==> config.mk <==
export PLATFORM = sky130hd
export DESIGN_NAME = nes_video_gen
export DESIGN_NICKNAME = d
export VERILOG_FILES = /design/src/rtl/nes_video_gen.sv
export SDC_FILE = /design/constraint.sdc
export NUM_CORES = 1
export LEC_CHECK = 0
export ABC_CLOCK_PERIOD_IN_PS = 3400
export BUFFER_PORTS_ARGS = -buffer_cell sky130_fd_sc_hd__clkbuf_2
export CORE_MARGIN = 2
export CORE_UTILIZATION = 40
export CTS_BUF_LIST = sky130_fd_sc_hd__clkbuf_8
export DETAILED_ROUTE_END_ITERATION = 8
export SETUP_SLACK_MARGIN = 0.5
export SYNTH_ARGS = -nofsm -noshare
export SYNTH_HDL_FRONTEND = slang
export SYNTH_SLANG_ARGS = --single-unit
export TNS_END_PERCENT = 10
==> constraint.sdc <==
create_clock -name clk_sys -period 3.4 [get_ports clk_sys]
set_clock_uncertainty 0.15 [all_clocks]
set_input_delay 1.02 -clock clk_sys [delete_from_list [all_inputs] [get_ports clk_sys]]
set_output_delay 1.02 -clock clk_sys [all_outputs]
set_load 0.005 [all_outputs]
==> src/rtl/nes_video_gen.sv <==
// NES raster generator: dot/line counters on pix_ce, 6-bit palette to 24-bit RGB, syncs and blanking.
// Optional emphasis attenuation is enabled by defining NES_VIDEO_EMPHASIS_EN.
module nes_video_gen (
    input  logic       clk_sys,
    input  logic       reset_n,
    input  logic       pix_ce,
    input  logic       frame_sync,
    input  logic [5:0] color,
    input  logic [2:0] emphasis,
    input  logic       hide_overscan,
    output logic [7:0] R,
    output logic [7:0] G,
    output logic [7:0] B,
    output logic       HSync,
    output logic       VSync,
    output logic       HBlank,
    output logic       VBlank,
    output logic [8:0] hcount,
    output logic [8:0] vcount
);

    localparam logic [8:0] H_TOTAL   = 9'd341;
    localparam logic [8:0] H_ACTIVE  = 9'd256;
    localparam logic [8:0] HS_START  = 9'd277;
    localparam logic [8:0] HS_WIDTH  = 9'd25;
    localparam logic [8:0] V_TOTAL   = 9'd262;
    localparam logic [8:0] V_ACTIVE  = 9'd240;
    localparam logic [8:0] VS_START  = 9'd244;
    localparam logic [8:0] VS_WIDTH  = 9'd3;
    localparam logic [8:0] OVS_LINES = 9'd8;

    logic [8:0]  hcount_q, hcount_d;
    logic [8:0]  vcount_q, vcount_d;
    logic [7:0]  r_q, r_d, g_q, g_d, b_q, b_d;
    logic        hsync_q, hsync_d, vsync_q, vsync_d;
    logic        hblank_q, hblank_d, vblank_q, vblank_d;

    logic [23:0] pal_rgb;
    logic [7:0]  r_emph, g_emph, b_emph;
    logic        hb_now, vb_now, ovs_now, mask_now;

    always_comb begin
        pal_rgb = 24'h000000;
        case (color)
            6'h00: pal_rgb = 24'h666666;  6'h01: pal_rgb = 24'h002A88;
            6'h02: pal_rgb = 24'h1412A7;  6'h03: pal_rgb = 24'h3B00A4;
            6'h04: pal_rgb = 24'h5C007E;  6'h05: pal_rgb = 24'h6E0040;
            6'h06: pal_rgb = 24'h6C0600;  6'h07: pal_rgb = 24'h561D00;
            6'h08: pal_rgb = 24'h333500;  6'h09: pal_rgb = 24'h0B4800;
            6'h0A: pal_rgb = 24'h005200;  6'h0B: pal_rgb = 24'h004F08;
            6'h0C: pal_rgb = 24'h00404D;  6'h0D: pal_rgb = 24'h000000;
            6'h0E: pal_rgb = 24'h000000;  6'h0F: pal_rgb = 24'h000000;
            6'h10: pal_rgb = 24'hADADAD;  6'h11: pal_rgb = 24'h155FD9;
            6'h12: pal_rgb = 24'h4240FF;  6'h13: pal_rgb = 24'h7527FE;
            6'h14: pal_rgb = 24'hA01ACC;  6'h15: pal_rgb = 24'hB71E7B;
            6'h16: pal_rgb = 24'hB53120;  6'h17: pal_rgb = 24'h994E00;
            6'h18: pal_rgb = 24'h6B6D00;  6'h19: pal_rgb = 24'h388700;
            6'h1A: pal_rgb = 24'h0C9300;  6'h1B: pal_rgb = 24'h008F32;
            6'h1C: pal_rgb = 24'h007C8D;  6'h1D: pal_rgb = 24'h000000;
            6'h1E: pal_rgb = 24'h000000;  6'h1F: pal_rgb = 24'h000000;
            6'h20: pal_rgb = 24'hFFFEFF;  6'h21: pal_rgb = 24'h64B0FF;
            6'h22: pal_rgb = 24'h9290FF;  6'h23: pal_rgb = 24'hC676FF;
            6'h24: pal_rgb = 24'hF36AFF;  6'h25: pal_rgb = 24'hFE6ECC;
            6'h26: pal_rgb = 24'hFE8170;  6'h27: pal_rgb = 24'hEA9E22;
            6'h28: pal_rgb = 24'hBCBE00;  6'h29: pal_rgb = 24'h88D800;
            6'h2A: pal_rgb = 24'h5CE430;  6'h2B: pal_rgb = 24'h45E082;
            6'h2C: pal_rgb = 24'h48CDDE;  6'h2D: pal_rgb = 24'h4F4F4F;
            6'h2E: pal_rgb = 24'h000000;  6'h2F: pal_rgb = 24'h000000;
            6'h30: pal_rgb = 24'hFFFEFF;  6'h31: pal_rgb = 24'hC0DFFF;
            6'h32: pal_rgb = 24'hD3D2FF;  6'h33: pal_rgb = 24'hE8C8FF;
            6'h34: pal_rgb = 24'hFBC2FF;  6'h35: pal_rgb = 24'hFEC4EA;
            6'h36: pal_rgb = 24'hFECCC5;  6'h37: pal_rgb = 24'hF7D8A5;
            6'h38: pal_rgb = 24'hE4E594;  6'h39: pal_rgb = 24'hCFEF96;
            6'h3A: pal_rgb = 24'hBDF4AB;  6'h3B: pal_rgb = 24'hB3F3CC;
            6'h3C: pal_rgb = 24'hB5EBF2;  6'h3D: pal_rgb = 24'hB8B8B8;
            6'h3E: pal_rgb = 24'h000000;  6'h3F: pal_rgb = 24'h000000;
            default: pal_rgb = 24'h000000;
        endcase
    end

`ifdef NES_VIDEO_EMPHASIS_EN
    // A channel dims when any emphasis bit other than its own is set.
    always_comb begin
        r_emph = pal_rgb[23:16];
        g_emph = pal_rgb[15:8];
        b_emph = pal_rgb[7:0];
        if (|(emphasis & 3'b110)) r_emph = pal_rgb[23:16] - (pal_rgb[23:16] >> 2);
        if (|(emphasis & 3'b101)) g_emph = pal_rgb[15:8]  - (pal_rgb[15:8]  >> 2);
        if (|(emphasis & 3'b011)) b_emph = pal_rgb[7:0]   - (pal_rgb[7:0]   >> 2);
    end
`else
    logic emphasis_unused;
    assign emphasis_unused = ^emphasis;
    assign r_emph = pal_rgb[23:16];
    assign g_emph = pal_rgb[15:8];
    assign b_emph = pal_rgb[7:0];
`endif

    assign hb_now   = hcount_q >= H_ACTIVE;
    assign vb_now   = vcount_q >= V_ACTIVE;
    assign ovs_now  = hide_overscan & ((vcount_q < OVS_LINES) | (vcount_q >= V_ACTIVE - OVS_LINES));
    assign mask_now = hb_now | vb_now | ovs_now;

    always_comb begin
        hcount_d = hcount_q;
        vcount_d = vcount_q;
        r_d      = r_q;
        g_d      = g_q;
        b_d      = b_q;
        hsync_d  = hsync_q;
        vsync_d  = vsync_q;
        hblank_d = hblank_q;
        vblank_d = vblank_q;
        if (pix_ce) begin
            r_d      = mask_now ? 8'h00 : r_emph;
            g_d      = mask_now ? 8'h00 : g_emph;
            b_d      = mask_now ? 8'h00 : b_emph;
            hsync_d  = (hcount_q >= HS_START) && (hcount_q < HS_START + HS_WIDTH);
            vsync_d  = (vcount_q >= VS_START) && (vcount_q < VS_START + VS_WIDTH);
            hblank_d = hb_now;
            vblank_d = vb_now;
            // frame_sync takes priority over the normal wrap/increment
            if (frame_sync) begin
                hcount_d = 9'd0;
                vcount_d = 9'd0;
            end else if (hcount_q == H_TOTAL - 9'd1) begin
                hcount_d = 9'd0;
                vcount_d = (vcount_q == V_TOTAL - 9'd1) ? 9'd0 : vcount_q + 9'd1;
            end else begin
                hcount_d = hcount_q + 9'd1;
            end
        end
    end

    always_ff @(posedge clk_sys) begin
        if (!reset_n) begin
            hcount_q <= 9'd0;
            vcount_q <= 9'd0;
            r_q      <= 8'h00;
            g_q      <= 8'h00;
            b_q      <= 8'h00;
            hsync_q  <= 1'b0;
            vsync_q  <= 1'b0;
            hblank_q <= 1'b0;
            vblank_q <= 1'b0;
        end else begin
            hcount_q <= hcount_d;
            vcount_q <= vcount_d;
            r_q      <= r_d;
            g_q      <= g_d;
            b_q      <= b_d;
            hsync_q  <= hsync_d;
            vsync_q  <= vsync_d;
            hblank_q <= hblank_d;
            vblank_q <= vblank_d;
        end
    end

    assign R      = r_q;
    assign G      = g_q;
    assign B      = b_q;
    assign HSync  = hsync_q;
    assign VSync  = vsync_q;
    assign HBlank = hblank_q;
    assign VBlank = vblank_q;
    assign hcount = hcount_q;
    assign vcount = vcount_q;

endmodule

==> impl_metrics.py <==
metrics = {
    "status": {
        "status": "finished, final reports clean",
    },
    "global_routing": {
        "grt_busiest_layer": "met2",
        "grt_pass1_wl_mm": 20.5,
        "use_met1_pct": 34.3,
        "grtUsageTotal_pct": 24.6,
        "met3_usage_pct": 2.98,
        "overflow": 0,
        "grt_pass1_vias": 3975,
        "antenna_found_initial": 0,
        "grt_max_degree": 80,
        "grtUsageMet2_pct": 39.8,
    },
    "critical_path": {
        "crit_end": "R[0]$_SDFFE_PN0P_",
        "r2r-end": "B[3]$_SDFFE_PN0P_",
        "critPathLaunchType": "input port",
        "worstSetupPathType": "in -> reg",
        "cp_data_arrival_time_ns": 2.98,
        "cp-end-kind": "register",
        "r2r_start": "vcount[3]$_SDFFE_PN0P_",
        "timing.critical_path.from": "color[1]",
        "cp_slowest_cell": "and2_1",
        "max_stage_delay_ns": 0.39,
        "rrSetupSlack_ns": 1.40,
        "r2r_cells": 6,
        "critPathRequiredTime_ns": 3.50,
        "crit_chain": "clkbuf_2 -> inv_2 -> ha_1 -> buf_4 -> and2_1 -> o21ai_0 -> a211oi_1 -> nor3_1 -> o21ai_1",
        "crit_fanout": 9,
    },
    "power_and_ir_drop": {
        "switching_share_pct": 35.8,
        "p_int_mw": 0.849,
        "p_switching_mw": 0.474,
        "clockPowerShare_pct": 28.1,
        "power.leakage_nw": 1.74,
        "ir_worst_vdd_v": 0.000191,
        "seqPwrFrac_pct": 43.0,
        "finalPower_mw": 1.32,
        "pwr-share-comb_pct": 28.9,
        "power_density_nw_per_um2": 298,
    },
    "finish": {
        "register_area_um2": 921,
        "final_cell_mix": "56 x clkbuf_2, 46 x dfxtp_1, 43 x nor2_1, 42 x nand2_1, 41 x o21ai_0",
        "drive_gt1_share_pct": 19.6,
        "fin_nets": 599,
        "syn2layout_area_growth_pct": 14.3,
        "fin_cells": 696,
        "layout_commonest_cell": "clkbuf_2",
        "fin_util_pct": 47.6,
        "diodes": 0,
        "multi_input_area_um2": 2670,
        "fillers": 951,
    },
    "route": {
        "drt_wl_total_mm": 12.8,
        "drt_first_iter_violations": 559,
        "dr.pass1.iters": 7,
        "num_vias": 4389,
        "final_antenna_net_count": 0,
        "wl_per_cell_um": 18.5,
        "drcViolationCount": 0,
        "vias_per_cell": 6.31,
    },
    "sta": {
        "min_period_ns": 2.88,
        "finalSetupTns_ns": 0,
        "fin_crit_sh_pct": 84.7,
        "slew_headroom_pct": 57.3,
        "setup_viol": 0,
        "rsz0062_at_grt": "false",
        "fin_hold_ws_ns": 0.306,
        "tightest_slew_ns": 0.640,
        "timing.fmax_mhz": 347,
        "slew_viol_final": 0,
        "hold_violations": 0,
    },
    "yosys": {
        "synth_area_um2": 3880,
        "synth_edf_count": 0,
        "yosysWarnings": 0,
        "syn_nets": 551,
        "ys_ff_latch": 46,
        "synthDistinctLibCells": 72,
        "syn_inst": 518,
        "postSynthAreaPerCell_um2": 7.50,
        "synth-async-reset-ratio_pct": 0,
        "synthFlopType": "dfxtp_1",
        "synth_seq_area_share_pct": 23.7,
    },
    "die": {
        "pin_count": 60,
        "die_area_um2": 10500,
        "initial_core_util_pct": 41.6,
        "die_y_um": 103,
        "fp-row-count": 35,
        "die_w_um": 103,
        "core_region_area_um2": 9330,
    },
    "placed_design": {
        "port-buffer-count": 56,
        "place_inst": 688,
        "dp_hpwl_mm": 9.05,
        "place.gp.congestion": 0.976,
    },
    "clocking": {
        "cts_tree": "built",
        "cts_root_buf": "clkbuf_8",
        "clk_pin_slew_worst_paths_ns": 0.10,
        "clock_latency_ns": 0.31,
        "cts_htree_levels": 2,
        "clock_sinks": 46,
        "ctsHoldBuffers": 0,
        "clockBufferDepth": 2,
        "numCtsBuffers": 5,
        "post-cts-setup-buffer-count": 0,
        "ctsResizeCount": 0,
    },
    "run": {
        "drv_cap": 0,
    },
    "min_path": {
        "hp-class": "reg -> reg",
    },
}
==> metal layers <==
| metal | vias up | part of all wire [%] | wire [µm] |
|---|---|---|---|
| li1 | 2048 | - | - |
| met1 | 2043 | 44 | 5610 |
| met3 | 41 | 8.0 | 1030 |
| met5 | - | 0 | 0 |
| met4 | 0 | 2.6 | 335 |
| met2 | 257 | 46 | 5870 |
==> through the flow <==
step	instance area (µm²)	worst slack (ns)
floorplan	3890	0.530
global placement	4350	0.307
detailed placement	4350	0.305
CTS	4440	0.637
global route	4440	0.524
finish	4440	0.519
==> registers in the layout (all words and copies together) (netlist names) <==
| register | count |
|---|---|
| G | 8 |
| R | 8 |
| VSync | 1 |
| HBlank | 1 |
| HSync | 1 |
| vcount | 9 |
| B | 8 |
| hcount | 9 |
| VBlank | 1 |
==> worst max-delay path, delay by kind of cell <==
| kind | cells | cell delay [ns] |
|---|---|---|
| adders and majority gates | 1 | 0.29 |
| buffers and inverters | 3 | 0.58 |
| and+or+nand+nor | 2 | 0.51 |
| AOI/OAI and AO/OA | 3 | 0.59 |
==> power groups by stage <==
| stage | logic, mW | registers (mW) | clock network [mW] |
|---|---|---|---|
| after global placement | 0.372 | 0.581 | 0 |
| after floorplan | 0.251 | 0.581 | 0 |
| after global routing | 0.416 | 0.572 | 0.408 |
| after CTS | 0.375 | 0.569 | 0.386 |
| after detailed placement | 0.374 | 0.582 | 0 |
| final | 0.383 | 0.569 | 0.372 |
==> logic make-up (layout without fill, tap and decap cells) <==
kind of cell,count (synthesis),count (layout),synth area share [%]
compound gates,198,198,36.1
simple gates,175,175,22.5
buf+inv,65,114,7.63
flops,46,46,23.7
fa+ha+maj,19,19,6.12
xor+xnor,8,8,1.80
mux,7,7,2.19
==> cell type report <==
cell class | instances | area share (%)
repair buffers | 87 | 11.8
flip-flops and latches | 46 | 20.7
multi-input cells | 407 | 60.1
clock buffers | 5 | 1.55
inverters | 19 | 1.61
clock inverters | 3 | 0.536
well taps | 129 | 3.64
==> synth_stat cells, types with 4 or more instances <==
library cell,number,area share (%)
dfxtp_1,46,24
nor2_1,43,4.2
nand2_1,42,4.1
o21ai_0,41,5.3
a21oi_1,30,3.9
buf_2,20,2.6
ha_1,19,6.1
clkbuf_1,18,1.7
nand3_1,18,2.3
nand2b_1,16,2.6
inv_1,14,1.4
o211ai_1,13,2.5
a32o_1,12,3.1
nor3_1,12,1.5
nor2b_1,11,1.8
o21ai_1,11,1.4
o31ai_1,11,2.1
a211oi_1,9,1.7
a221oi_1,7,1.6
nand4_1,7,1.1
o22ai_1,6,0.97
o311ai_0,6,1.4
a21o_1,5,0.97
a22o_1,5,1.1
a311oi_1,5,1.1
a31oi_1,5,0.81
and3_1,5,0.81
o221ai_1,5,1.1
and2_1,4,0.64
mux2i_1,4,1.0
xnor2_1,4,0.90
xor2_1,4,0.90
==> worst min-delay path by stage <==
stage	from	endpoint	slack, ns	cells past startpoint
after detailed placement	R[6]$_SDFFE_PN0P_	R[6]$_SDFFE_PN0P_	0.29	2
after CTS	R[1]$_SDFFE_PN0P_	R[1]$_SDFFE_PN0P_	0.31	2
after global placement	G[3]$_SDFFE_PN0P_	G[3]$_SDFFE_PN0P_	0.29	2
after global routing	R[0]$_SDFFE_PN0P_	R[0]$_SDFFE_PN0P_	0.34	2
final	R[1]$_SDFFE_PN0P_	R[1]$_SDFFE_PN0P_	0.31	2
after floorplan	R[1]$_SDFFE_PN0P_	R[1]$_SDFFE_PN0P_	0.29	2
No activity file was read; power rests on OpenSTA's default activity.
